File: src/rtl/imem_fetch_ctrl.sv
// ---------------------------------------------------------------------------
// imem_fetch_ctrl
//
// Instruction-fetch sequencer for the combinational, word-indexed instruction
// memory of the RISC-V core. It owns the fetch PC, issues one memory read per
// cycle, and buffers fetched words in a small FIFO toward decode. Branch/jump
// redirects flush the buffer and restart fetch. A debug read requester shares
// the memory port; it wins whenever fetch is idle, and after DBG_STARVE
// consecutive denied cycles it is forced a grant over fetch.
//
// Ports
//   clk            system clock, rising edge
//   rst_n          asynchronous active-low reset
//   imem_addr      word index presented to instruction memory
//   imem_rdata     combinational instruction word for imem_addr
//   redirect_valid one-cycle pulse: flush and restart fetch at redirect_pc
//   redirect_pc    new byte PC (bits [1:0] ignored)
//   out_valid      FIFO head holds a valid instruction
//   out_ready      decode accepts the head this cycle
//   out_instr      instruction at FIFO head
//   out_pc         byte PC of out_instr
//   halted         fetch stopped at end of memory and FIFO empty
//   dbg_req        debug read request, held until granted
//   dbg_addr       debug word index
//   dbg_gnt        combinational debug grant
//   dbg_rdata      memory data for the debug read when granted, else 0
// ---------------------------------------------------------------------------
module imem_fetch_ctrl #(
    parameter logic [31:0] RESET_PC   = 32'h0000_0000,
    parameter int unsigned DEPTH      = 100,
    parameter int unsigned FIFO_DEPTH = 2,
    parameter int unsigned DBG_STARVE = 4
) (
    input  logic        clk,
    input  logic        rst_n,
    output logic [31:0] imem_addr,
    input  logic [31:0] imem_rdata,
    input  logic        redirect_valid,
    input  logic [31:0] redirect_pc,
    output logic        out_valid,
    input  logic        out_ready,
    output logic [31:0] out_instr,
    output logic [31:0] out_pc,
    output logic        halted,
    input  logic        dbg_req,
    input  logic [31:0] dbg_addr,
    output logic        dbg_gnt,
    output logic [31:0] dbg_rdata
);

    localparam int unsigned PW = (FIFO_DEPTH > 1) ? $clog2(FIFO_DEPTH) : 1;
    localparam int unsigned CW = $clog2(FIFO_DEPTH + 1);
    localparam int unsigned SW = (DBG_STARVE > 0) ? $clog2(DBG_STARVE + 1) : 1;

    localparam logic [CW-1:0] FULL_COUNT = CW'(FIFO_DEPTH);
    localparam logic [SW-1:0] STARVE_MAX = SW'(DBG_STARVE);
    localparam logic [31:0]   DEPTH_W    = 32'(DEPTH);

    typedef enum logic {
        RUN  = 1'b0,
        HALT = 1'b1
    } state_t;

    state_t        state;
    logic [31:0]   fetch_pc;
    logic [31:0]   fifo_instr [FIFO_DEPTH];
    logic [31:0]   fifo_pc    [FIFO_DEPTH];
    logic [PW-1:0] rd_ptr;
    logic [PW-1:0] wr_ptr;
    logic [CW-1:0] count;
    logic [SW-1:0] starve_cnt;

    logic [31:0]   fetch_idx;
    logic [31:0]   next_pc;
    logic [31:0]   next_idx;
    logic          in_range;
    logic          fifo_full;
    logic          pop;
    logic          can_fetch;
    logic          push;

    // Fetch-side bookkeeping. A RUN state whose PC is already past the end
    // of memory (possible right after a redirect) never fetches, so no word
    // at index >= DEPTH can ever reach the FIFO.
    assign fetch_idx = {2'b00, fetch_pc[31:2]};
    assign next_pc   = fetch_pc + 32'd4;
    assign next_idx  = {2'b00, next_pc[31:2]};
    assign in_range  = (fetch_idx < DEPTH_W);
    assign fifo_full = (count == FULL_COUNT);
    assign out_valid = (count != '0);
    assign pop       = out_valid && out_ready;
    assign can_fetch = (state == RUN) && in_range && !redirect_valid
                       && (!fifo_full || pop);

    // Port arbitration: debug takes the port whenever fetch would not use
    // it, or when it has been starved long enough. Gating with rst_n keeps
    // the grant low while the block is held in reset.
    assign dbg_gnt   = rst_n && dbg_req
                       && (!can_fetch || (starve_cnt == STARVE_MAX));
    assign push      = can_fetch && !dbg_gnt;
    assign imem_addr = dbg_gnt ? dbg_addr : fetch_idx;
    assign dbg_rdata = dbg_gnt ? imem_rdata : 32'd0;

    assign out_instr = fifo_instr[rd_ptr];
    assign out_pc    = fifo_pc[rd_ptr];
    assign halted    = (state == HALT) && !out_valid;

    // Control FSM, fetch PC and debug starvation counter. A redirect always
    // wins over a fetch; the PC advance and the HALT decision happen together
    // so the word at DEPTH-1 is the last one ever pushed.
    always_ff @(posedge clk or negedge rst_n) begin
        if (!rst_n) begin
            state      <= RUN;
            fetch_pc   <= RESET_PC;
            starve_cnt <= '0;
        end else begin
            if (redirect_valid) begin
                fetch_pc <= redirect_pc & ~32'h0000_0003;
                state    <= RUN;
            end else if (push) begin
                fetch_pc <= next_pc;
                if (next_idx >= DEPTH_W) begin
                    state <= HALT;
                end
            end else if ((state == RUN) && !in_range) begin
                state <= HALT;
            end

            if (dbg_req && !dbg_gnt) begin
                if (starve_cnt != STARVE_MAX) begin
                    starve_cnt <= starve_cnt + 1'b1;
                end
            end else begin
                starve_cnt <= '0;
            end
        end
    end

    // FIFO pointers and occupancy. A redirect discards every entry, even one
    // popped in the same cycle. Push and pop together leave the count alone,
    // which also covers the full case since the popped slot is the one
    // being rewritten.
    always_ff @(posedge clk or negedge rst_n) begin
        if (!rst_n) begin
            rd_ptr <= '0;
            wr_ptr <= '0;
            count  <= '0;
        end else if (redirect_valid) begin
            rd_ptr <= '0;
            wr_ptr <= '0;
            count  <= '0;
        end else begin
            if (push) begin
                wr_ptr <= wr_ptr + 1'b1;
            end
            if (pop) begin
                rd_ptr <= rd_ptr + 1'b1;
            end
            if (push && !pop) begin
                count <= count + 1'b1;
            end else if (pop && !push) begin
                count <= count - 1'b1;
            end
        end
    end

    // FIFO storage; contents are only meaningful where count says so, so no
    // reset is needed on the data.
    always_ff @(posedge clk) begin
        if (push) begin
            fifo_instr[wr_ptr] <= imem_rdata;
            fifo_pc[wr_ptr]    <= fetch_pc;
        end
    end

endmodule

File: config.mk
export PLATFORM = sky130hd
export DESIGN_NAME = imem_fetch_ctrl
export DESIGN_NICKNAME = d
export VERILOG_FILES = /design/src/rtl/imem_fetch_ctrl.sv
export SDC_FILE = /design/constraint.sdc
export NUM_CORES = 1
export LEC_CHECK = 0
export ABC_AREA = 1
export BUFFER_PORTS_ARGS = -buffer_cell sky130_fd_sc_hd__buf_2
export CORE_ASPECT_RATIO = 1.75
export CORE_MARGIN = 2
export CORE_UTILIZATION = 40
export CTS_CLUSTER_SIZE = 30
export DETAILED_ROUTE_END_ITERATION = 10
export GPL_TIMING_DRIVEN = 0
export PLACE_DENSITY = 0.76
export SKIP_LAST_GASP = 1
export SYNTH_ARGS = -nofsm -noshare
export SYNTH_HDL_FRONTEND = slang
export SYNTH_SLANG_ARGS = --single-unit
File: constraint.sdc
create_clock -name clk -period 10.6 [get_ports clk]
set_input_delay 2.12 -clock clk [delete_from_list [all_inputs] [get_ports clk]]
set_output_delay 2.12 -clock clk [all_outputs]
set_load 0.005 [all_outputs]
==> impl_metrics.tcl, run 1 <==
set metrics [dict create \
    r2r_start "fetch_pc[18]" \
    rsz0062_at_grt "no" \
    cp.depth 9 \
    numCtsBuffers 17 \
    vias 5766 \
    seqPwrFrac 0.442 \
    yosysUniqueCellTypes 32 \
    setup_viol 0 \
    yosys.area.top_type "edfxtp_1" \
    die_h_um 182 \
    crit_fanout 39 \
    clock_skew_ps 10.1 \
    synth-simple-area-share 0.208 \
    syn_to_final_growth_pct 29.7 \
    antenna_found_initial 0 \
    drc 0 \
    fmax_ghz 0.161 \
    hold_class "register to register" \
    drive_gt1_frac 0.315 \
    first_global_vias 5712 \
    run_status "complete, no violations" \
    viasPerCell 4.65 \
    wl_per_cell_um 15.1 \
    fin_nets 1099 \
    wirelength_um 18700 \
    num_io_pins 232 \
    worstSkewPairLatency_ps 430 \
    finalSetupTns_ps 0 \
    crit_family "buffers and inverters" \
    first_pass_iters 4 \
    cts-hold-fix-buffers 0 \
    ys_seq_area_frac 0.643 \
    ctsRootBufferMaster "clkbuf_16" \
    syn_area_per_cell_um2 9.79 \
    synth_cells 743 \
    fin_hold_ws_ps 480 \
    timing.rr.end "fifo_instr[1][23]" \
    drv_slew 0 \
    clockPowerShare 0.384 \
    drt-initial-drc-count 325 \
    ctsLongestPathBuffers 2 \
    p_sw_uw 460 \
    initial_utilization 0.406 \
    syn-cell-area_um2 7270 \
    drv_cap 0 \
    hp-start "fetch_pc[25]" \
    cts-resized-gates 0 \
    period_needed_ps 6200 \
    ir_drop_mv 0.0888 \
    critical-path-max-stage-delay_ps 740 \
    ys_ff_latch 162 \
    grt_max_degree 40 \
    htreeDepth 4 \
    intPower_mw 1.17 \
    finalWeightedCongestion 0.829 \
    crit_arrival_ps 4080 \
    dieWidth_um 106 \
    crit_chain "buf_2 -> nand2_1 -> inv_1 -> nand2_4 -> inv_4 -> buf_6 -> nand2_1 -> o21ai_2 -> buf_2" \
    slew_headroom 0.335 \
    reg2reg_slack_ps 7750 \
    synth_top_family_by_area "simple AND/OR/NAND/NOR gates" \
    cpMaxStageDelayCell "buf_2" \
    p_leak_nw 4.51 \
    grt_pass1_wl_um 28800 \
    grt-ovfl-total 0 \
    synth_compound_area_frac 0.0700 \
    cp.required_ps 8480 \
    combPwrFrac 0.173 \
    endpoint_kind "output port" \
    finalHoldViolCount 0 \
    synth_top_area_share 0.512 \
    ys.warnings.count 0 \
    diodes 0 \
    io_buffers 227 \
    path_buf_inv 5 \
    synth_adder_area_share 0.00688 \
    startpoint "rst_n" \
    synth_mux_area_frac 0 \
    p_sw_frac 0.282 \
    final.period_utilization 0.585 \
    worst_pin_slew_ps 998 \
    std_cell_rows 65 \
    start_kind "primary input" \
    dp_hpwl_um 14200 \
    design.core.area_um2 17900 \
    rr_worst_depth 9 \
    final_antenna_net_count 0 \
    cts_tree "built" \
    clkSinkCount 162 \
    die_area_um2 19300 \
    track_usage 0.198 \
    endpoint "imem_addr[21]" \
    synthTopCellsByArea "edfxtp_1 51%, nand2_1 15%, dfrtp_1 13%" \
    clkSlewWorstSetupHoldPaths_ps 60 \
    synth_xor_area_frac 0.00482 \
    post_cts_buffers 0 \
    power.density_nw_per_um2 173 \
    crit_type "primary input to output port" \
]
synth_stat cells (all sizes together):
library cell and n:
edfxtp 124, dfrtp 38, ha 4, conb 1, nand3b 1, nand2 301, o2111ai 1, nand4 5
nand3 12, or2 1, xnor2 3, clkbuf 16, o211ai 6, o21bai 2, inv 82, a21oi 4
xor2 1, buf 15, o22ai 2, nor2 67, o21ai 57
kinds of logic after synthesis:
group,count (synthesis)
AND/OR/NAND/NOR,387
flip-flops,162
buffers and inverters,113
AO/OA/AOI/OAI,72
XOR/XNOR,4
adder cells (fa/ha/maj),4
other,1
flip-flops by register name (all words and copies together) (netlist names):
| name | cells |
|---|---|
| count | 2 |
| fetch_pc | 30 |
| state | 1 |
| fifo_instr | 64 |
| rd_ptr | 1 |
| starve_cnt | 3 |
| wr_ptr | 1 |
| fifo_pc | 60 |
power groups by stage:
stage                     combinational (mW)  sequential (mW)  clock [mW]
after floorplan                        0.151            0.728           0
after global placement                 0.282            0.734           0
after detailed placement               0.288            0.735           0
after CTS                              0.289            0.722       0.639
after global routing                   0.321            0.724       0.659
final                                  0.283            0.722       0.627
placed cells by master, fill, tap and decap left out, types with 2 or more instances in the layout:
cell type  netlist  layout
dfrtp_1         38      38
o211ai_1         5       5
inv_6            0       4
ha_1             4       4
nor2_1          66      64
conb_1           1       2
inv_1           79      79
clkinv_4         0       2
o22ai_1          2       2
buf_2            5     232
buf_6            6       6
nand2_1        299     299
nand3_1         11      11
clkbuf_16        0      19
buf_16           0       3
o21bai_1         2       2
a21oi_1          4       4
buf_4            3       3
xnor2_1          3       3
nor2_4           1       3
o21ai_0         28      28
inv_2            2       2
inv_4            1       2
o21ai_2         29      29
inv_8            0       3
clkbuf_1        16      16
nand4_1          5       5
edfxtp_1       124     124
metrics by stage:
stage	std cells	setup slack [ps]	total power [mW]	instance area (um^2)	util
after floorplan	744	4940	0.879	7270	-
after global placement	1205	2900	1.02	8700	0.486
after detailed placement	1209	4350	1.02	8820	0.493
after CTS	1241	4340	1.65	9430	0.527
after global routing	1241	4180	1.70	9430	0.527
final	1241	4400	1.63	9430	0.527
per-layer routing:
layer	GRT usage	up-vias	wire length [um]
met5	0	-	0
met4	0.0868	0	452
met3	0.0307	29	750
met2	0.388	179	10600
met1	0.201	2680	6830
li1	-	2878	-
layout make-up:
class                      count  area (um^2)
inverter                      82          310
fill                        1640         8460
timing repair buffer         231         1240
multi-input combinational    469         2130
sequential                   162         4670
buffer                        31          179
tap                          234          293
clock buffer                  19          475
clock inverter                13          135
worst min path at each step:
stage | endpoint | cells after the start | slack, ps
floorplan | fifo_pc[0][25] | 0 | 440
global placement | fifo_pc[1][25] | 0 | 450
detailed placement | fifo_pc[0][25] | 0 | 460
CTS | fifo_pc[0][25] | 0 | 480
global route | fifo_pc[0][25] | 0 | 510
finish | fifo_pc[0][25] | 0 | 480
worst register-to-register path, delay by kind of cell (launching register included):
kind,cells,cell delay [ps]
flip-flops,1,430
AO/OA/AOI/OAI,1,190
buffers and inverters,2,420
AND/OR/NAND/NOR,6,1510
No activity file was read; power rests on OpenSTA's default activity.
==> inputs of run 2 (changes only) <==
Settings changed: ABC_AREA 1 to 0, PLACE_DENSITY 0.76 to 0.79.
Clock period 10.6 ns to 5.31 ns, I/O delays scaled along.
==> run 2 against run 1 <==
Core utilization down 0.37 points. Combinational power down 28%. Die area down 3.3%. Total power up 72%.
==> impl_metrics.tcl, run 2 <==
set metrics [dict create \
    run_status "complete, no violations" \
    synth_top_area_share 0.530 \
    finalSetupTns_ps 0 \
    cts-resized-gates 0 \
    cpMaxStageDelayCell "buf_2" \
    power.density_nw_per_um2 309 \
    finalWeightedCongestion 0.826 \
    crit_arrival_ps 3220 \
    final_antenna_net_count 0 \
    cp.required_ps 4250 \
    intPower_mw 2.13 \
    syn_area_per_cell_um2 15.4 \
    setup_viol 0 \
    clockPowerShare 0.415 \
    crit_chain "buf_2 -> and2_1 -> o41a_1 -> buf_2 -> clkbuf_1 -> and2_1 -> buf_2" \
    worst_path_most_repeated_cell "buf_2" \
    async_flop_share 0.235 \
    wl_per_cell_um 17.4 \
    dieWidth_um 104 \
    num_io_pins 232 \
    synth_edf_count 124 \
    ir_drop_mv 0.167 \
    start_kind "primary input" \
    antenna_found_initial 1 \
    synth_most_common_cell "edfxtp_1" \
    period_needed_ps 4290 \
    synth_commonest_cells "124 x edfxtp_1, 110 x mux2_2, 38 x dfrtp_1" \
    clkSinkCount 162 \
    yosys.area.top_type "edfxtp_1" \
    hold_class "register to register" \
    crit_type "primary input to output port" \
    placed_area_um2 8530 \
    drc 0 \
    wirelength_um 16600 \
    p_sw_uw 676 \
    htreeDepth 4 \
    final.period_utilization 0.807 \
    final_area_um2 9100 \
    drt-initial-drc-count 169 \
    first_global_vias 4763 \
    synth_cells 457 \
    syn-cell-area_um2 7020 \
    utilization 0.523 \
    ys_ff_latch 162 \
    grt_pass1_wl_um 25400 \
    setup_ws_ps 1020 \
    pre_cts_ws_ps 920 \
    seqPwrFrac 0.512 \
    ys.warnings.count 0 \
    clock_skew_ps 8.38 \
    track_usage 0.180 \
    first_pass_iters 4 \
    worst_pin_slew_ps 941 \
    power_mw 2.81 \
    fin_nets 811 \
    cts_tree "built" \
    die_area_um2 18700 \
    combPwrFrac 0.073 \
    critical-path-max-stage-delay_ps 680 \
    ys_seq_area_frac 0.666 \
    io_buffers 226 \
    ctsRootBufferMaster "clkbuf_16" \
    rsz0062_at_grt "no" \
    p_sw_frac 0.241 \
    clkSlewWorstSetupHoldPaths_ps 60 \
    cts-hold-fix-buffers 0 \
    die_h_um 179 \
    crit_fanout 39 \
    largest_reg_flops 64 \
    fillers 1503 \
    p_leak_nw 3.63 \
    numCtsBuffers 17 \
    grt_max_degree 63 \
    vias 4758 \
    endpoint_kind "output port" \
    ys.flop_type "edfxtp_1" \
    syn_to_final_growth_pct 29.6 \
    dp_hpwl_um 12200 \
    worstSkewPairLatency_ps 430 \
    ctsLongestPathBuffers 2 \
    slew_headroom 0.368 \
    fmax_ghz 0.233 \
    yosysUniqueCellTypes 45 \
    grt-ovfl-total 0 \
    post_cts_buffers 0 \
    top_register "fifo_instr" \
    drv_cap 0 \
    finalHoldViolCount 0 \
    drive_gt1_frac 0.531 \
    drv_slew 0 \
    design.core.area_um2 17400 \
    most-common-layout-cells "230 x buf_2, 124 x edfxtp_1, 110 x mux2_2, 38 x dfrtp_1, 35 x and2_1" \
    final_common_cell "buf_2" \
    top_regs "fifo_instr x64, fifo_pc x60, fetch_pc x30" \
    viasPerCell 5.00 \
    initial_utilization 0.404 \
    synthTopCellsByArea "edfxtp_1 53%, mux2_2 18%, dfrtp_1 14%" \
    std_cell_rows 64 \
]
==> run 2: cell count changes in the layout (fill, tap and decap cells not counted), sizes merged, moves of 7 or more <==
cell   delta
and2     +35
buf       -8
inv      -73
mux2    +115
nand2   -289
nor2     -53
nor3      +7
nor4      +8
o21ai    -50
==> run 2: logic make-up after synthesis <==
group	Yosys count	synth area share
buffers and inverters	32	0.0210
and+or+nand+nor	108	0.0861
other	1	0.000534
muxes	115	0.184
adders and majority gates	4	0.00713
AOI/OAI and AO/OA	30	0.0287
xor gates and xnor gates	5	0.00624
DFF	162	0.666
==> run 2: path summary, 6_finish.rpt <==
path / start / end / slack (ps) / cells past startpoint
setup reg to reg: fetch_pc[9] / fifo_instr[0][11] / 1550 / 7
max in group asynchronous: rst_n / fetch_pc[8] / 3970 / 1
min in group asynchronous: rst_n / fetch_pc[21] / 770 / 1
hold reg to reg: fetch_pc[8] / fifo_pc[1][8] / 470 / 0
setup / recovery: rst_n / dbg_rdata[6] / 1020 / 7
hold / removal: fetch_pc[8] / fifo_pc[1][8] / 470 / 0
==> run 2: routing by layer <==
| metal | vias up | share of wire | track usage |
|---|---|---|---|
| li1 | 2223 | - | - |
| met1 | 2337 | 0.36 | 0.187 |
| met2 | 166 | 0.57 | 0.343 |
| met3 | 32 | 0.041 | 0.0356 |
| met4 | 0 | 0.033 | 0.0918 |
| met5 | - | 0 | 0 |
==> run 2: worst max-delay path: cells and delay by family <==
| family | cells | cell delay (ps) |
|---|---|---|
| buffers and inverters | 4 | 1470 |
| AND/OR/NAND/NOR | 2 | 470 |
| AO/OA/AOI/OAI | 1 | 190 |
==> run 2: cell type report <==
class                      instances  area (um^2)  share of cell area
inverter                           5         18.8             0.00206
buffer                            27          129              0.0142
timing repair buffer             229         1200               0.132
multi-input combinational        264         2220               0.244
antenna                            1         2.50            0.000275
clock inverter                    15          138              0.0151
sequential                       162         4670               0.514
clock buffer                      17          425              0.0468
tap                              231          289              0.0318
==> run 2: through the flow <==
step,std cells,hold slack [ps]
after floorplan,458,440
after global placement,915,452
after detailed placement,918,464
after CTS,950,479
after global routing,951,493
final,951,474
==> run 2: power by group through the flow <==
| stage | Sequential [mW] | Combinational (mW) | Clock [mW] |
|---|---|---|---|
| final | 1.44 | 0.205 | 1.17 |
| after global routing | 1.44 | 0.229 | 1.23 |
| after CTS | 1.44 | 0.208 | 1.19 |
| after detailed placement | 1.46 | 0.206 | 0 |
| after global placement | 1.46 | 0.200 | 0 |
| after floorplan | 1.45 | 0.107 | 0 |
